--- src/rtl/lu_sweep_unit.sv ---
// lu_sweep_unit
//   Operand sequencer for the logic-unit/multiplexer datapath. Accepts one
//   (a, b) pair, then emits four beats applying xnor, xor, nor and or in turn,
//   each on a valid/ready handshake toward the downstream consumer.
//
// Ports
//   clock      : rising-edge clock
//   reset      : synchronous active-high reset
//   in_valid   : upstream operand pair present on a/b
//   in_ready   : block can accept an operand pair (IDLE)
//   a, b       : WIDTH-bit operands, captured on the input handshake
//   out_valid  : result/op/last are valid (RUN)
//   out_ready  : downstream accepts the current beat
//   op         : function code of current beat (0 xnor, 1 xor, 2 nor, 3 or)
//   result     : bitwise function of the captured operands, 0 when idle
//   last       : high on the op=3 beat only
module lu_sweep_unit #(
    parameter int WIDTH = 4
) (
    input  logic             clock,
    input  logic             reset,
    input  logic             in_valid,
    output logic             in_ready,
    input  logic [WIDTH-1:0] a,
    input  logic [WIDTH-1:0] b,
    output logic             out_valid,
    input  logic             out_ready,
    output logic [1:0]       op,
    output logic [WIDTH-1:0] result,
    output logic             last
);

    typedef enum logic {
        IDLE = 1'b0,
        RUN  = 1'b1
    } state_t;

    state_t           state_q;
    logic [1:0]       op_q;
    logic [WIDTH-1:0] a_q;
    logic [WIDTH-1:0] b_q;

    function automatic logic [WIDTH-1:0] lu_func(
        input logic [1:0]       f,
        input logic [WIDTH-1:0] x,
        input logic [WIDTH-1:0] y
    );
        logic [WIDTH-1:0] r;
        case (f)
            2'd0:    r = ~(x ^ y);
            2'd1:    r = x ^ y;
            2'd2:    r = ~(x | y);
            default: r = x | y;
        endcase
        return r;
    endfunction

    always_ff @(posedge clock) begin
        if (reset) begin
            state_q <= IDLE;
            op_q    <= 2'd0;
            a_q     <= '0;
            b_q     <= '0;
        end else begin
            case (state_q)
                IDLE: begin
                    if (in_valid) begin
                        a_q     <= a;
                        b_q     <= b;
                        op_q    <= 2'd0;
                        state_q <= RUN;
                    end
                end
                RUN: begin
                    // Advance only on an accepted beat; otherwise hold for backpressure.
                    if (out_ready) begin
                        if (op_q == 2'd3) begin
                            op_q    <= 2'd0;
                            state_q <= IDLE;
                        end else begin
                            op_q <= op_q + 2'd1;
                        end
                    end
                end
                default: state_q <= IDLE;
            endcase
        end
    end

    // All outputs decode registered state only, so no input reaches an output
    // combinationally and in_ready/out_valid are mutually exclusive by construction.
    assign in_ready  = (state_q == IDLE);
    assign out_valid = (state_q == RUN);
    assign op        = op_q;
    assign result    = out_valid ? lu_func(op_q, a_q, b_q) : '0;
    assign last      = out_valid && (op_q == 2'd3);

endmodule

--- config.mk ---
export PLATFORM = sky130hd
export DESIGN_NAME = lu_sweep_unit
export DESIGN_NICKNAME = d
export VERILOG_FILES = /design/src/rtl/lu_sweep_unit.sv
export SDC_FILE = /design/constraint.sdc
export NUM_CORES = 1
export LEC_CHECK = 0
export CAP_MARGIN = 0
export CORE_MARGIN = 4
export CORE_UTILIZATION = 43
export CTS_BUF_LIST = sky130_fd_sc_hd__clkbuf_8
export CTS_CLUSTER_DIAMETER = 120
export DETAILED_ROUTE_END_ITERATION = 8
export PLACE_DENSITY = 0.84
export SLEW_MARGIN = 20
export SYNTH_ARGS = -nofsm -noshare
export SYNTH_HDL_FRONTEND = slang
export SYNTH_SLANG_ARGS = --single-unit
--- constraint.sdc ---
create_clock -name clock -period 1.31 [get_ports clock]
set_clock_uncertainty 0.15 [all_clocks]
set_input_delay 0.262 -clock clock [delete_from_list [all_inputs] [get_ports clock]]
set_output_delay 0.262 -clock clock [all_outputs]
set_load 0.01 [all_outputs]
### Word-level counts from Yosys, hierarchy flattened

Cells that the tools add are included.

| word-level totals | value |
|---|---|
| input port bits | 12 |
| output and inout bits | 9 |
| register bits | 11 |

| operators by class | value |
|---|---|
| reduce and logical (&&, ||, !) cells | 4 |
| bitwise operators | 5 |
| muxes and demuxes | 10 |
| add/subtract/negate cells | 1 |
| equality and inequality tests | 5 |

Operators by type and width:

| operator | number |
|---|---|
| 4-bit case mux with 3 select lines | 1 |
| 4-bit NOT | 2 |
| 2-bit two-way mux | 3 |
| 2-bit == test, second input constant | 2 |
| 4-bit two-way mux | 1 |
| 2-bit inequality test, second input constant | 2 |
| 4-bit OR | 1 |
| 2-bit case mux with 2 select lines | 1 |
| 2-bit AND reduction | 2 |
| 4-bit XOR | 1 |
| 1-bit two-way mux | 3 |
| 2-bit by 1-bit adder with 2-bit output, second input constant | 1 |
| 2-bit by 1-bit == test with 1-bit output, second input constant | 1 |
| 2-bit logical NOT | 1 |
| 1-bit case mux with 2 select lines | 1 |
| 1-bit logical AND | 1 |
| 1-bit NOT | 1 |

### Longest topological paths before layout

| logic depth | value |
|---|---|
| depth in word-level cells | 4 |
| depth in mapped cells | 5 |
| depth with buffers taken out | 4 |

### Worst setup path before layout

No wires, ideal clock.

| timing | value |
|---|---|
| path kind | register -> output |
| start point | reg op_q[0] (netlist: op[0]) |
| end point | out result[0] |
| arrival time | 1224 ps |
| slack | -326 ps |
| cell stages (with the launch flop) | 5 |
| cell sequence | dfxtp_1 ha_1 buf_2 a21oi_1 a221oi_1 |

| on the way | value |
|---|---|
| longest elaborated chain between the ends | 3 |

RTL lines:

| item | line | RTL |
|---|---|---|
| start, declared | 39 | `logic [1:0] op_q;` |
| start signal, assigned | 81 | `op_q <= op_q + 2'd1;` |
| 2-bit == test (tied with other cells) | 49 | `case (f)` |
| 4-bit case mux with 3 select lines * | 49 |  |
| 4-bit two-way mux * | 95 | `assign result = out_valid ? lu_func(op_q, a_q, b_q) : '0;` |
| end, declared | 29 | `output logic [WIDTH-1:0] result,` |

Mark *: on every way between the ends. The rest lies on a longest branch, timed or not.

### Worst setup path after layout

| timing | value |
|---|---|
| start point | reg a_q[0] |
| end point | out result[0] |

| on the way | value |
|---|---|
| longest elaborated chain between the ends | 4 |

RTL lines:

| item | line | RTL |
|---|---|---|
| start, declared | 40 | `logic [WIDTH-1:0] a_q;` |
| start signal, assigned | 62 | `a_q <= '0;` |
| start signal, assigned | 68 | `a_q <= a;` |
| 4-bit OR / 4-bit XOR (equally long branches) | n/a |  |
| 4-bit NOT (on tied branches) | 52, 50 |  |
| 4-bit case mux with 3 select lines * | 49 |  |
| 4-bit two-way mux * | 95 |  |

Marks and branches as above.

==> results.ini <==
[clocking]
cts_root_buffer=clkbuf_8
hold_buffers=0
cts.path.max_buffers=2
numCtsBuffers=3
clkTransAtPathRegs_ns=0.06
cts-htree-levels=1
cts_tree=built
clock_latency_ns=0.24
clkSinkCount=11

[worst_setup_path]
arrival_ns=1.39
crit_type=reg -> out
cp_slowest_cell=dfxtp_2
end_kind=output pin
rr_worst_depth=6
start_kind=flip-flop
cp_cell_sequence=inv_2 -> ha_4 -> mux2i_1 -> a221oi_2 -> buf_2
required_ns=0.90
crit_fanout=2
cp_slowest_stage_delay_ns=0.34

[synthesis]
ys_types=15
synth_top_area_share=0.318
synth_seq_area_share=0.318
synthCells=73
synth_area_um2=692
synth.area.top_cells=dfxtp_1 32%, mux2i_1 19%, ha_1 16%
synthesis.nets=94
synth.ff_latch_count=11
ys_warn_count=0
syn_area_per_cell_um2=9.48
synth_top_cell_by_area=dfxtp_1

[floorplanning]
io_pins=21
start_util=0.459
dieArea_mm2=0.00232
core_mm2=0.00151
die_x_um=48.1
std_cell_rows=14
fp.dieH_um=48.1

[power]
seqPwrFrac=0.361
leakage_nw=0.520
intPower_w=0.000744
peakVddDrop_mv=0.698
combPwrFrac=0.307
p_sw_w=0.000288
power.density_mw_per_mm2=824
swShare=0.279
clkPwrFrac=0.332

[cells_and_area]
ff_latch_area_um2=239
syn_to_final_growth_pct=81.0
nets=133
fin_util=0.831
multiInputGateArea_um2=546
final_cell_mix=12 x mux2i_1, 11 x nor2_1, 10 x clkdlybuf4s50_1, 10 x buf_6
fillCellCount=99
mostFrequentLayoutCell=mux2i_1
drive_gt1_frac=0.613
fin_cells=127
final_area_mm2=0.00125
antenna_cells=0

[placed_design]
gp_congestion=0.702
io_buffer_count=20
place_area_um2=997
dpl.hpwl_mm=1.29
place_ws_ns=-0.722
dp.cells=114

[sta]
fin_crit_sh=1.38
worst_slew_pin_slew_ns=0.206
fin_tns_setup_ns=-2.55
final_hold_viol_count=0
setup_slack_ns=-0.497
maxSlewViolCount=0
finalCriticalPeriod_ns=1.81
slew_headroom=0.859
fmax_mhz=554
setup_viol=16
rsz0062_at_grt=true

[drt]
drt_pass1_iterations=4
detail_route.wl_per_cell_um=17.6
drc=0
viasPerCell=5.35
wl_mm=2.24
vias=679
drt.antenna.violating_nets=0
drt_first_iter_violations=5

[job]
cap_violations=0

[grt]
overflow=0
grt_pass1_vias=768
grt_antenna_before_repair=0
track_usage=0.216
grt_pass1_wl_mm=3.31
grt_max_degree=9

[status]
status=finished with violations
violations=negative setup slack

[worst_hold_path]
holdPathStages=2
hold_class=reg -> reg

[registers in the layout (all words and copies together) (netlist names)]
signal and flops:
a_q 4, b_q 4, op 2, out_valid 1
[critical path: cells and delay by family, from the launching register on]
family	cells	cell delay, ns
AOI/OAI and AO/OA	1	0.24
adders and majority gates	1	0.23
buffers and inverters	2	0.22
DFF	1	0.34
muxes	1	0.12
[metal layers]
layer | wire length [um] | up-vias | global-route usage
li1 | - | 325 | -
met3 | 130 | 6 | 0.0701
met1 | 803 | 325 | 0.190
met5 | 0 | - | 0
met4 | 51 | 0 | 0.0860
met2 | 1250 | 23 | 0.438
[stage by stage]
stage / total power [W] / hold WS (ns)
CTS: 0.000990 / 0.349
global placement: 0.000618 / 0.314
global route: 0.00108 / 0.387
detailed placement: 0.000627 / 0.337
floorplan: 0.000516 / 0.190
finish: 0.00103 / 0.346
[power by group through the flow]
stage                     clock network (W)  registers, W  logic (W)
final                              0.000343      0.000373   0.000317
after global routing               0.000365      0.000374   0.000339
after CTS                          0.000334      0.000371   0.000284
after detailed placement                  0      0.000374   0.000253
after global placement                    0      0.000372   0.000246
after floorplan                           0      0.000374   0.000141
[logic make-up (layout without fill, tap and decap cells)]
| group | Yosys count | in the layout | share of synthesized area |
|---|---|---|---|
| compound gates | 11 | 11 | 0.118 |
| mux | 13 | 13 | 0.188 |
| simple gates | 14 | 14 | 0.0958 |
| fa+ha+maj | 9 | 9 | 0.163 |
| flops | 11 | 11 | 0.318 |
| buf+inv | 15 | 53 | 0.118 |
[cell type report]
| cell class | count | area share |
|---|---|---|
| Clock buffer | 3 | 0.0330 |
| Clock inverter | 1 | 0.00300 |
| Tap cell | 16 | 0.0160 |
| Inverter | 11 | 0.0350 |
| Timing Repair Buffer | 38 | 0.287 |
| Sequential cell | 11 | 0.191 |
| Multi-Input combinational cell | 47 | 0.436 |
[path summary, 6_finish.rpt]
kind / startpoint / endpoint / slack, ns
hold reg to reg: b_q[1] / b_q[1] / 0.35
hold / removal: b_q[1] / b_q[1] / 0.35
setup / recovery: a_q[0] / result[0] / -0.50
setup reg to reg: out_valid / a_q[2] / -0.06
[cells in the mapped netlist (all sizes together)]
| library cell | count |
|---|---|
| mux2i | 13 |
| nor2 | 12 |
| dfxtp | 11 |
| inv | 11 |
| ha | 9 |
| a21oi | 4 |
| a221oi | 4 |
| buf | 3 |
| a32oi | 2 |
| a311oi | 1 |
| and2 | 1 |
| clkbuf | 1 |
| nor2b | 1 |
[timing repair]
action	CTS	global route
gates resized for setup	79	6
endpoints found under the setup margin	11	13
buffers inserted	4	8
pin swaps	12	8
Note: power is estimated with default switching activity, not from simulation.
==> variant: new RTL, same settings <==
The parameter `WIDTH` goes from 4 to 6.
--- a/src/rtl/lu_sweep_unit.sv
+++ b/src/rtl/lu_sweep_unit.sv
@@ -15,7 +15,7 @@
 //   result     : bitwise function of the captured operands, 0 when idle
 //   last       : high on the op=3 beat only
 module lu_sweep_unit #(
-    parameter int WIDTH = 4
+    parameter int WIDTH = 6
 ) (
     input  logic             clock,
     input  logic             reset,
Ports: changed (resized a, b and result); port bits go from 21 to 27. No check against the original RTL was run, so the function may have changed too.
==> variant against the unedited design <==
The run still ends with setup timing left; via count up 50%; synthesized area rose by 30%; combinational power up 26%; routed wire length is 49% higher; sequential cell count grew 4; power up 25%; final area increased by 25%; utilization is 4.4 points lower; count of clock-buffer cells in the layout is the same; worst setup slack got worse by 75 ps; critical path type unchanged; largest cell class unchanged.
==> variant: results (changes against the unedited design) <==
- Leading cell types by total area after synthesis: dfxtp_1 33%, ha_1 15%, a21oi_1 10%
- Reg2reg end: op[1]
- Setup WS pre-CTS: -751 ps (-29.0 ps)
- Failing checks: setup timing
- Routability Congestion: 0.821 (+17%)
- Number of I/O port buffers: 26 (+30%)
- Least-Margin Pin Slew: 254 ps (+48.0 ps)
- Hold Crit Class: in -> reg
- Hold Slack: 291 ps (-55.1 ps)
- Synth unique cells: 17 (+2)
- Routed via count: 1019 (+50%)
- CP startpoint: op[1]
- Worst path max stage delay: 360 ps (+20 ps)
- Placed Area: 0.00129 mm^2 (+30%)
- Setup Viol. Count Final: 10 (-6)
- Post-route setup slack: -571 ps (-74.8 ps)
- Status: finished with violations
- Critical Path AT: 1470 ps (+80 ps)
- Post-synth top cells: 24 x nand2_1, 18 x a21oi_1, 15 x dfxtp_1, 15 x inv_1, 11 x ha_1
- Vias per inst: 5.66 (+5.9%)
- Slowest CP cell: dfxtp_4
- DR iter-0 viols: 38 (+33)
- Worst reg2reg path depth: 5 (-1)
- Cell family with most CP delay: buffers and inverters
- Sequential share of the synthesized area: 33.3% (+1.5 points)
-- variant: worst reg2reg max path, cell delays in order, from the launching register on --
cell	delay (ps)
dfxtp_4	360
buf_6	130
buf_6	140
mux2i_4	190
a32oi_1	230
nor2_1	70
-- variant: power breakdown --
part | switching, W | leakage, nW | total, W | internal (W)
registers | 0.0000178 | 0.130 | 0.000500 | 0.000482
clock network | 0.000181 | 0.0255 | 0.000392 | 0.000211
logic | 0.000195 | 0.466 | 0.000401 | 0.000207
-- variant: worst min path at each step --
stage,startpoint,depth (start not counted),endpoint
after global routing,in_valid,3,out_valid
after floorplan,reset,1,b_q[0]
after detailed placement,a_q[2],2,a_q[2]
final,in_valid,3,out_valid
after CTS,a_q[0],2,a_q[0]
after global placement,b_q[0],2,b_q[0]
-- variant: repair_timing --
item                                    CTS  global route
resized for setup                        71            20
pin swaps                                 8             6
cloned                                    1             1
buffers inserted                          5             1
endpoints found under the setup margin   15            24
-- variant: logic make-up (layout without fill, tap and decap cells) --
family / count (synthesis) / after routing / synth area share, %
adders and majority gates: 11 / 11 / 15.3
AOI/OAI and AO/OA: 27 / 27 / 18.7
DFF: 15 / 15 / 33.3
buffers and inverters: 20 / 60 / 10.1
and+or+nand+nor: 31 / 33 / 14.8
muxes: 7 / 7 / 7.77
-- variant: area by class of cell --
type                    count  area [um^2]
multi-input cells          78          748
clock buffers               3         41.3
flip-flops and latches     15          327
well taps                  27         33.8
clock inverters             1         5.00
inverters                  15         58.8
repair buffers             41          347
fillers                   115          422
-- variant: per-layer routing --
layer / track usage (%) / part of all wire, % / vias up
met5: 0 / 0 / -
met4: 5.96 / 4.2 / 0
met3: 4.43 / 4.7 / 18
met2: 39.7 / 52 / 52
met1: 26.0 / 39 / 488
li1: - / - / 461
